## src/rtl/silife_pkg.sv

```systemverilog
// Shared Game of Life rule constants, default geometry and neighbour counting.
package silife_pkg;

  localparam logic [3:0] BIRTH_N    = 4'd3;
  localparam logic [3:0] SURVIVE_LO = 4'd2;
  localparam logic [3:0] SURVIVE_HI = 4'd3;

  localparam int DEF_WIDTH  = 8;
  localparam int DEF_HEIGHT = 8;
  localparam int DEF_GEN_W  = 16;
  localparam int DEF_IV_W   = 16;

  function automatic logic [3:0] count_neighbours(input logic [7:0] nb);
    logic [3:0] sum;
    sum = 4'd0;
    for (int k = 0; k < 8; k++) begin
      sum = sum + {3'b000, nb[k]};
    end
    return sum;
  endfunction

endpackage

```

## src/rtl/silife_cell.sv

```systemverilog
// Single Life cell: holds one state bit and computes its next state from eight neighbours.
module silife_cell
  import silife_pkg::*;
(
  input  logic       i_clk,
  input  logic       i_reset,
  input  logic       i_clear,
  input  logic       i_load,
  input  logic       i_load_val,
  input  logic       i_update,
  input  logic [7:0] i_nb,
  output logic       o_state,
  output logic       o_next
);

  logic       r_state;
  logic [3:0] w_count;

  assign w_count = count_neighbours(i_nb);
  assign o_next  = r_state ? ((w_count >= SURVIVE_LO) && (w_count <= SURVIVE_HI))
                           : (w_count == BIRTH_N);
  assign o_state = r_state;

  always_ff @(posedge i_clk or posedge i_reset) begin
    if (i_reset) begin
      r_state <= 1'b0;
    end else if (i_clear) begin
      r_state <= 1'b0;
    end else if (i_load) begin
      r_state <= i_load_val;
    end else if (i_update) begin
      r_state <= o_next;
    end
  end

endmodule

```

## src/rtl/silife_grid.sv

```systemverilog
// WIDTH x HEIGHT Game of Life engine with step/free-run control, row host ports and status.
module silife_grid
  import silife_pkg::*;
#(
  parameter int WIDTH  = DEF_WIDTH,
  parameter int HEIGHT = DEF_HEIGHT,
  parameter int GEN_W  = DEF_GEN_W,
  parameter int IV_W   = DEF_IV_W
) (
  input  logic                      i_clk,
  input  logic                      i_reset,
  input  logic                      i_en,
  input  logic                      i_step,
  input  logic [IV_W-1:0]           i_interval,
  input  logic                      i_wrap,
  input  logic                      i_clear,
  input  logic                      i_wr_en,
  input  logic [$clog2(HEIGHT)-1:0] i_wr_row,
  input  logic [WIDTH-1:0]          i_wr_data,
  input  logic [$clog2(HEIGHT)-1:0] i_rd_row,
  output logic [WIDTH-1:0]          o_rd_data,
  output logic [GEN_W-1:0]          o_gen_count,
  output logic                      o_empty,
  output logic                      o_stable
);

  localparam int RW = $clog2(HEIGHT);

  logic [WIDTH-1:0] w_grid [HEIGHT];
  logic [WIDTH-1:0] w_next [HEIGHT];
  logic [IV_W-1:0]  r_iv;
  logic [GEN_W-1:0] r_gen;
  logic [WIDTH-1:0] r_rd;
  logic             r_pending;
  logic             w_due;
  logic             w_update;
  logic             w_rd_ok;

  // A write always wins over an update; a blocked update is remembered in r_pending.
  assign w_due    = i_en ? (r_iv == i_interval) : i_step;
  assign w_update = !i_clear && !i_wr_en && (w_due || r_pending);
  assign w_rd_ok  = (int'(i_rd_row) < HEIGHT);

  always_ff @(posedge i_clk or posedge i_reset) begin
    if (i_reset) begin
      r_iv      <= '0;
      r_gen     <= '0;
      r_pending <= 1'b0;
      r_rd      <= '0;
    end else begin
      r_rd <= w_rd_ok ? w_grid[i_rd_row] : '0;
      if (i_clear) begin
        r_iv      <= '0;
        r_gen     <= '0;
        r_pending <= 1'b0;
      end else begin
        if (!i_en || (r_iv == i_interval)) r_iv <= '0;
        else                               r_iv <= r_iv + 1'b1;
        if (i_wr_en) r_pending <= r_pending || w_due;
        else         r_pending <= 1'b0;
        if (w_update) r_gen <= r_gen + 1'b1;
      end
    end
  end

  assign o_rd_data   = r_rd;
  assign o_gen_count = r_gen;

  genvar gi, gj;
  generate
    for (gi = 0; gi < HEIGHT; gi++) begin : g_row
      localparam int RU = (gi == 0) ? HEIGHT - 1 : gi - 1;
      localparam int RD = (gi == HEIGHT - 1) ? 0 : gi + 1;
      localparam logic [RW-1:0] ROW_ID = RW'(gi);
      logic w_ok_u, w_ok_d, w_row_load;
      // On a dead boundary the wrapped-around neighbours are masked off.
      assign w_ok_u     = i_wrap || (gi != 0);
      assign w_ok_d     = i_wrap || (gi != HEIGHT - 1);
      assign w_row_load = i_wr_en && (i_wr_row == ROW_ID);
      for (gj = 0; gj < WIDTH; gj++) begin : g_col
        localparam int CL = (gj == 0) ? WIDTH - 1 : gj - 1;
        localparam int CR = (gj == WIDTH - 1) ? 0 : gj + 1;
        logic w_ok_l, w_ok_r;
        logic [7:0] w_nb;
        assign w_ok_l = i_wrap || (gj != 0);
        assign w_ok_r = i_wrap || (gj != WIDTH - 1);
        assign w_nb = {w_grid[RU][CL] & w_ok_u & w_ok_l,
                       w_grid[RU][gj] & w_ok_u,
                       w_grid[RU][CR] & w_ok_u & w_ok_r,
                       w_grid[gi][CL] & w_ok_l,
                       w_grid[gi][CR] & w_ok_r,
                       w_grid[RD][CL] & w_ok_d & w_ok_l,
                       w_grid[RD][gj] & w_ok_d,
                       w_grid[RD][CR] & w_ok_d & w_ok_r};
        silife_cell u_cell (
          .i_clk      (i_clk),
          .i_reset    (i_reset),
          .i_clear    (i_clear),
          .i_load     (w_row_load),
          .i_load_val (i_wr_data[gj]),
          .i_update   (w_update),
          .i_nb       (w_nb),
          .o_state    (w_grid[gi][gj]),
          .o_next     (w_next[gi][gj])
        );
      end
    end
  endgenerate

  always_comb begin
    o_empty  = 1'b1;
    o_stable = 1'b1;
    for (int r = 0; r < HEIGHT; r++) begin
      if (w_grid[r] != '0)        o_empty  = 1'b0;
      if (w_next[r] != w_grid[r]) o_stable = 1'b0;
    end
  end

endmodule
```

## config.mk

```make
export PLATFORM = sky130hd
export DESIGN_NAME = silife_grid
export DESIGN_NICKNAME = d
export VERILOG_FILES = /design/src/rtl/silife_pkg.sv /design/src/rtl/silife_cell.sv /design/src/rtl/silife_grid.sv
export SDC_FILE = /design/constraint.sdc
export NUM_CORES = 1
export LEC_CHECK = 0
export CORE_MARGIN = 1
export CORE_UTILIZATION = 45
export CTS_BUF_LIST = sky130_fd_sc_hd__clkbuf_8
export DETAILED_ROUTE_END_ITERATION = 6
export GPL_TIMING_DRIVEN = 0
export REMOVE_ABC_BUFFERS = 1
export SLEW_MARGIN = 15
export SYNTH_ARGS = -nofsm -noshare
export SYNTH_HDL_FRONTEND = slang
export SYNTH_SLANG_ARGS = --single-unit
```

## constraint.sdc

```tcl
create_clock -name i_clk -period 14.4 [get_ports i_clk]
set_input_delay 4.32 -clock i_clk [delete_from_list [all_inputs] [get_ports i_clk]]
set_output_delay 4.32 -clock i_clk [all_outputs]
set_load 0.1 [all_outputs]
```

==> impl_metrics.csv, run 1 <==
group,metric,value,unit
yosys,synth_edf_count,0,
yosys,synth_top_family_by_area,"adder cells",
critical_path,startpoint,"i_wrap",
critical_path,cp_cell_sequence,"buf_6 -> nand2_1 -> fa_1 -> fa_1 -> fa_1 -> fa_1 -> a222oi_1 -> nand3_1 -> or4_1 -> or4_1 -> or4_1 -> nor4_4 -> buf_6",
detailed_routing,num_vias,15800,
yosys,yosys.area.top_type,"fa_1",
critical_path,arrival,9980,ps
floorplan,start_util,45.9,%
floorplan,std_cell_rows,73,
clocking,cts_buffers,9,
worst_hold_path,hp-start,"r_iv[0]",
clocking,h-tree-depth,3,
timing,fmax,69.9,MHz
detailed_routing,dr.pass1.iters,5,
worst_hold_path,hold_depth,1,
pwr,pwr-share-clk,11.7,%
critical_path,crit_fanout,28,
detailed_routing,wl,69100,um
clocking,cts_setup_buffers,0,
critical_path,cpMaxStageDelayCell,"fa_1",
grt,globalRouteOverflowTotal,0,
clocking,cts.sinks,105,
yosys,ys_ff_latch,105,
timing,grt_setup_unrepaired,"no",
layout,drive_gt1_share,3.45,%
floorplan,num_io_pins,63,
yosys,synthFlopType,"dfrtp_1",
yosys,synth-seq-area-share,14.3,%
clocking,cts_hold_buffers,0,
detailed_routing,drt_iter0_markers,1667,
timing,min_period_over_period,99.3,%
floorplan,die_w,204,um
placed_design,post-place-cells,2569,
clocking,root_buffer,"clkbuf_8",
floorplan,die_h,204,um
yosys,avgSynthCellArea,9.10,um2
timing,setup_viol,0,
critical_path,r2r_slack,9820,ps
critical_path,r2r_end,"g_row[7].g_col[2].u_cell.o_state",
outcome,status,"complete, no violations",
timing,relSlewSlack,24.1,%
timing,maxSlewViolCount,0,
pwr,peakVddDrop,0.0456,mV
yosys,yosys.area.top_type_share,27.9,%
yosys,synth_mux_area_share,3.54,%
critical_path,r2r-start,"g_row[0].g_col[2].u_cell.o_state",
critical_path,critical_path.endpoint,"o_stable",
pwr,p_leak,8.98,nW
clocking,cts_tree,"done",
placed_design,dp_hpwl,55700,um
pwr,p_per_area,91.1,nW/um2
timing,max_slew.worst_pin.slew,1130,ps
pwr,seqPwrFrac,20.8,%
yosys,synth_cell_types,76,
yosys,syn_inst,2017,
grt,antenna_found_initial,2,
placed_design,numPortBuffers,62,
critical_path,cp_common_cell,"fa_1",
timing,hold_ws,542,ps
detailed_routing,drcViolationCount,0,
layout,syn_to_final_growth,8.14,%
yosys,synth_fa_ha_area_share,43.1,%
layout,insertedDiodeCount,0,
layout,layout.nets,2570,
critical_path,crit_type,"input pin to output pin",
clocking,path_clk_slew,130,ps
critical_path,cp.required,10080,ps
critical_path,slowest_delay,610,ps
clocking,clock_path_buffers,2,
layout,final_cells,2585,
yosys,synth_area_leaders,"fa_1, ha_1, dfrtp_1, inv_1, nor2_1",
timing,final_hold_viol_count,0,
critical_path,cp-end-kind,"output pin",
yosys,async_flop_share,100,%
pwr,swShare,53.6,%
pwr,comb_power_share,67.5,%
grt,grt_max_degree,69,
run,maxCapViolCount,0,
yosys,synth_area,18400,um2
pwr,power_switching,969,uW
critical_path,worstSetupStartpointType,"input pin",
detailed_routing,viasPerCell,6.11,
timing,clock_skew,18.4,ps
timing,period_needed,14300,ps
grt,grt_pass1_vias,15700,
yosys,ys_warn_count,0,
detailed_routing,wl_per_cell,26.7,um
yosys,synth-compound-area-share,11.4,%
worst_hold_path,worst_hold_path_type,"flop to flop",
yosys,synth_xor_area_share,2.00,%
grt,grt_pass1_wl,103000,um
critical_path,r2r_cells,14,
yosys,synthSimpleGateAreaFrac,17.3,%
grt,grtUsageTotal,34.6,%
detailed_routing,antenna_left,0,
clocking,clk_latency,460,ps
pwr,intPower,839,uW
floorplan,die_area,41600,um2
placed_design,gp_congestion,1.04,
floorplan,core,40000,um2
## cell families (layout without fill, tap and decap cells)
logic type                 after synthesis  count (layout)
AOI/OAI and AO/OA                      320             320
xor gates and xnor gates                42              42
adders and majority gates              478             478
buffers and inverters                  404             447
DFF                                    105             105
muxes                                   44              44
and+or+nand+nor                        624             624
## flip-flops by register name (all words and copies together) (netlist names)
name and cells:
o_rd_data 8, o_gen_count 16, r_pending 1, g_row.g_col.u_cell.o_state 64, r_iv 16
## synthesized netlist by cell type (10+ instances only)
| cell | n |
|---|---|
| xor2_1 | 12 |
| nand2_1 | 113 |
| nor2_1 | 178 |
| or3_1 | 12 |
| nand2b_1 | 75 |
| clkbuf_1 | 38 |
| a211oi_1 | 19 |
| nor4_1 | 19 |
| o211ai_1 | 12 |
| xnor2_1 | 30 |
| dfrtp_1 | 105 |
| nor3b_1 | 25 |
| fa_1 | 256 |
| nand4_1 | 32 |
| o21ai_1 | 21 |
| mux4_2 | 16 |
| a22oi_1 | 12 |
| a21oi_1 | 62 |
| nor3_1 | 47 |
| mux2i_1 | 20 |
| o21ai_0 | 79 |
| nor2b_1 | 22 |
| o32ai_1 | 18 |
| inv_1 | 358 |
| ha_1 | 222 |
| o22ai_1 | 12 |
| a211o_1 | 10 |
| nand3_1 | 53 |
## metrics by stage
step | setup slack (ps) | TNS (ps) | power, mW | cell area (um2) | util, %
3_5_place_dp | -1490 | -1490 | 1.55 | 19600 | 49.1
4_1_cts | 27.9 | 0 | 1.77 | 19800 | 49.6
5_1_grt | 49.0 | 0 | 1.94 | 19800 | 49.6
2_1_floorplan | 10.4 | 0 | 1.17 | 18200 | -
6_report | 99.7 | 0 | 1.81 | 19800 | 49.6
3_3_place_gp | -2680 | -2680 | 1.52 | 19500 | 48.7
## critical path, delay by kind of cell
family	cells	cell delay, ps
AOI/OAI and AO/OA	1	480
adders and majority gates	4	2070
buffers and inverters	2	580
and+or+nand+nor	6	2490
## worst min-delay path by stage
stage	to	slack, ps
6_report	r_iv[0]	540
3_5_place_dp	r_iv[0]	530
5_1_grt	r_iv[0]	570
2_1_floorplan	r_iv[0]	480
4_1_cts	r_iv[0]	550
3_3_place_gp	r_iv[0]	540
## layout make-up
| cell class | count | area, um2 |
|---|---|---|
| fillers | 3867 | 20200 |
| multi-input cells | 1508 | 14200 |
| flip-flops and latches | 105 | 2630 |
| inverters | 362 | 1360 |
| repair buffers | 69 | 773 |
| well taps | 525 | 657 |
| clock buffers | 9 | 124 |
| clock inverters | 7 | 60.1 |
## layer usage
metal  GRT usage [%]  wire [um]
met1            48.1      29100
met2            52.4      30000
met3            5.88       6420
met4            16.2       3520
met5               0         12
## what timing repair did
action | in CTS | in global routing
setup endpoints to repair | 1 | 1
hold endpoints to repair | 0 | 0
resized for setup | 16 | 4
## cells in the final DEF, fill, tap and decap left out, types with 18 or more instances in the layout
| cell | synthesis | layout |
|---|---|---|
| nor3_1 | 47 | 47 |
| nand3_1 | 53 | 53 |
| clkdlybuf4s50_1 | 0 | 57 |
| nor3b_1 | 25 | 25 |
| xnor2_1 | 30 | 30 |
| o21ai_1 | 21 | 20 |
| nor2b_1 | 22 | 22 |
| a21oi_1 | 62 | 62 |
| nand2b_1 | 75 | 75 |
| dfrtp_1 | 105 | 105 |
| o21ai_0 | 79 | 79 |
| a211oi_1 | 19 | 19 |
| nand2_1 | 113 | 108 |
| fa_1 | 256 | 256 |
| ha_1 | 222 | 222 |
| nor4_1 | 19 | 19 |
| nor2_1 | 178 | 178 |
| o32ai_1 | 18 | 18 |
| mux2i_1 | 20 | 20 |
| inv_1 | 358 | 356 |
| nand4_1 | 32 | 32 |
## power groups by stage
stage | clock (mW) | sequential, mW | combinational, mW
floorplan | 0 | 0.378 | 0.789
global placement | 0 | 0.379 | 1.14
detailed placement | 0 | 0.379 | 1.17
CTS | 0.214 | 0.374 | 1.18
global route | 0.223 | 0.379 | 1.33
finish | 0.211 | 0.377 | 1.22
Power figures use the tool's default switching activity.
==> inputs of run 2 (changes only) <==
--- a/config.mk
+++ b/config.mk
@@ -5,6 +5,7 @@
 export SDC_FILE = /design/constraint.sdc
 export NUM_CORES = 1
 export LEC_CHECK = 0
+export ABC_AREA = 1
 export CORE_MARGIN = 1
 export CORE_UTILIZATION = 45
 export CTS_BUF_LIST = sky130_fd_sc_hd__clkbuf_8
==> run 2 against run 1 <==
  * Global-route usage decreased by 3.9 points
  * Die area increased by 6.2%
  * Combinational power decreased by 70%
  * The run now ends with design-rule violations left
  * Setup slack better by 430 ps
  * First-iteration DRC count grew 2.8%
  * Critical path depth grew 9
  * Sequential power decreased by 16%
  * Via count is 11% higher
  * Cell area rose by 5.1%
  * Synthesized area up 6.3%
  * Largest cell class unchanged
  * Fmax increased by 3.1%
==> impl_metrics.csv, run 2 <==
group,metric,value,unit
critical_path,cp.required,10080,ps
detailed_routing,dr.pass1.iters,7,
critical_path,cp-end-kind,"output pin",
clocking,cts_tree,"done",
critical_path,cp_common_cell,"nand2_1",
outcome,violations,"design-rule violations",
timing,max_slew.worst_pin.slew,1140,ps
timing,clock_skew,27.8,ps
timing,maxSlewViolCount,0,
critical_path,r2r_end,"g_row[4].g_col[4].u_cell.o_state",
worst_hold_path,hp-start,"r_iv[0]",
pwr,p_per_area,44.1,nW/um2
layout,syn_to_final_growth,6.90,%
worst_hold_path,worst_hold_path_type,"flop to flop",
yosys,synth_common_cells,"nand2_1, inv_1, nor2_1, fa_1, ha_1",
clocking,root_buffer,"clkbuf_8",
critical_path,crit_type,"input pin to output pin",
clocking,clock_path_buffers,2,
critical_path,slowest_delay,780,ps
run,maxCapViolCount,0,
detailed_routing,antenna_left,0,
yosys,synthFlopType,"dfrtp_1",
detailed_routing,drt_iter0_markers,1714,
critical_path,crit_fanout,28,
detailed_routing,wl,65600,um
yosys,ys_ff_latch,105,
placed_design,place_area,20600,um2
layout,layout_common_cells,"nand2_1, inv_1, nor2_1, fa_1, ha_1",
yosys,synth_cell_types,38,
floorplan,num_io_pins,63,
detailed_routing,viasPerCell,5.46,
yosys,avgSynthCellArea,7.46,um2
detailed_routing,drcViolationCount,2,
timing,grt_setup_unrepaired,"no",
critical_path,startpoint,"i_wrap",
layout,drive_gt1_share,1.36,%
yosys,yosys.area.top_type_share,26.3,%
grt,grt_max_degree,105,
timing,min_period_over_period,96.3,%
detailed_routing,wl_per_cell,20.4,um
critical_path,cp_cell_sequence,"buf_2 -> nand2_1 -> inv_1 -> ha_1 -> inv_1 -> fa_1 -> fa_1 -> fa_1 -> inv_1 -> fa_1 -> o21a_1 -> nand2_1 -> nand2_1 -> nand2_1 -> inv_1 -> nand2_1 -> nor2_1 -> nand2_1 -> nor2_1 -> nand3_1 -> nor2_1 -> dlymetal6s2s_1",
clocking,cts.sinks,105,
critical_path,critical_path.endpoint,"o_stable",
timing,fmax,72.1,MHz
timing,period_needed,13870,ps
placed_design,gp_congestion,0.992,
floorplan,die_w,210,um
outcome,status,"finished with violations",
yosys,synth_area_leaders,"fa_1, ha_1, dfrtp_1, nand2_1, inv_1",
yosys,yosysMostFrequentCell,"nand2_1",
yosys,synth_area,19500,um2
yosys,yosys.area.top_type,"fa_1",
critical_path,r2r_slack,10040,ps
grt,grtUsageTotal,30.7,%
yosys,async_flop_share,100,%
critical_path,arrival,9550,ps
yosys,syn_inst,2615,
clocking,path_clk_slew,120,ps
layout,largest_reg_flops,64,
clocking,cts_buffers,9,
grt,grt_pass1_vias,17100,
pwr,p_leak,10.8,nW
critical_path,cpMaxStageDelayCell,"dlymetal6s2s_1",
layout,fin_util,49.3,%
pwr,peakVddDrop,0.0528,mV
floorplan,start_util,46.1,%
detailed_routing,num_vias,17600,
grt,antenna_found_initial,2,
timing,setup_viol,0,
yosys,synth_edf_count,0,
grt,grt_pass1_wl,101000,um
layout,final_common_cell,"nand2_1",
placed_design,dp_hpwl,51100,um
floorplan,core,42300,um2
clocking,clk_latency,440,ps
yosys,ys_warn_count,0,
critical_path,r2r_cells,16,
layout,layout.nets,3148,
layout,design_area,20900,um2
placed_design,numPortBuffers,62,
timing,final_hold_viol_count,0,
floorplan,std_cell_rows,75,
yosys,synth-seq-area-share,13.5,%
floorplan,die_area,44200,um2
timing,relSlewSlack,23.9,%
floorplan,die_h,210,um
timing,fin_setup_tns,0,ps
worst_hold_path,hold_depth,1,
critical_path,r2r-start,"g_row[5].g_col[4].u_cell.o_state",
critical_path,worstSetupStartpointType,"input pin",
clocking,h-tree-depth,3,
grt,globalRouteOverflowTotal,0,
clocking,cts_hold_buffers,0,
-- run 2: changes by cell type after synthesis, sizes merged, moves of 20 or more --
cell,before,now
o21ai,100,123
mux2i,20,0
nand4,32,125
nand2b,75,0
nor3b,25,3
xor2,12,32
nand3,53,95
nor2,178,275
nor2b,22,0
nor3,48,10
inv,362,562
nand2,113,579
-- run 2: what timing repair did --
action                     4_1_cts  5_1_grt
setup endpoints to repair        0        1
gates resized for setup          0        1
setup buffers                    0        0
-- run 2: cell families (layout without fill, tap and decap cells) --
family	after synthesis	after routing	share of synthesized area, %
AO/OA/AOI/OAI	253	253	7.20
flip-flops	105	105	13.5
XOR/XNOR	43	43	1.93
adder cells (fa/ha/maj)	478	478	40.5
buffers and inverters	622	645	12.4
AND/OR/NAND/NOR	1114	1114	24.5
other	0	1	0
-- run 2: layout make-up --
class                           instances  area, um2
Clock buffer                            9        124
Fill cell                            4164      21500
Timing Repair Buffer                   65        683
Multi-Input combinational cell       1888      14500
Sequential cell                       105       2630
Tap cell                              577        722
Inverter                              564       2130
Antenna cell                            1       2.50
Clock inverter                          7       93.8
-- run 2: how the worst min path moves through the flow --
stage / end / slack, ps
6_report: r_iv[0] / 520
5_1_grt: r_iv[0] / 560
4_1_cts: r_iv[0] / 530
3_5_place_dp: r_iv[0] / 510
3_3_place_gp: r_iv[0] / 500
2_1_floorplan: r_iv[0] / 460
-- run 2: metal layers --
| layer | track usage [%] | vias up | share of wire (%) | wire length (um) |
|---|---|---|---|---|
| met4 | 15.7 | 0 | 5.4 | 3530 |
| met5 | 0 | - | 0 | 0 |
| met1 | 40.9 | 8569 | 42 | 27800 |
| met2 | 48.3 | 667 | 45 | 29400 |
| li1 | - | 8198 | - | - |
| met3 | 4.68 | 135 | 7.5 | 4900 |
-- run 2: metrics by stage --
stage                     power, mW  cells  hold WS [ps]  worst slack [ps]
after floorplan               0.554   2557           465              1600
after global placement        0.673   3196           496              -824
after detailed placement      0.682   3199           512               157
after CTS                     0.919   3215           530               148
after global routing          0.972   3215           557               310
final                         0.919   3216           524               534
-- run 2: worst max-delay path: cells and delay by family --
family	cells	cell delay [ps]
compound gates	1	140
buf+inv	6	1760
simple gates	10	1450
fa+ha+maj	5	1850
-- run 2: report_power, final --
part           internal [mW]  switching, mW
Clock                 0.0987          0.139
Combinational          0.113          0.250
Sequential             0.303         0.0156
Total                  0.514          0.404
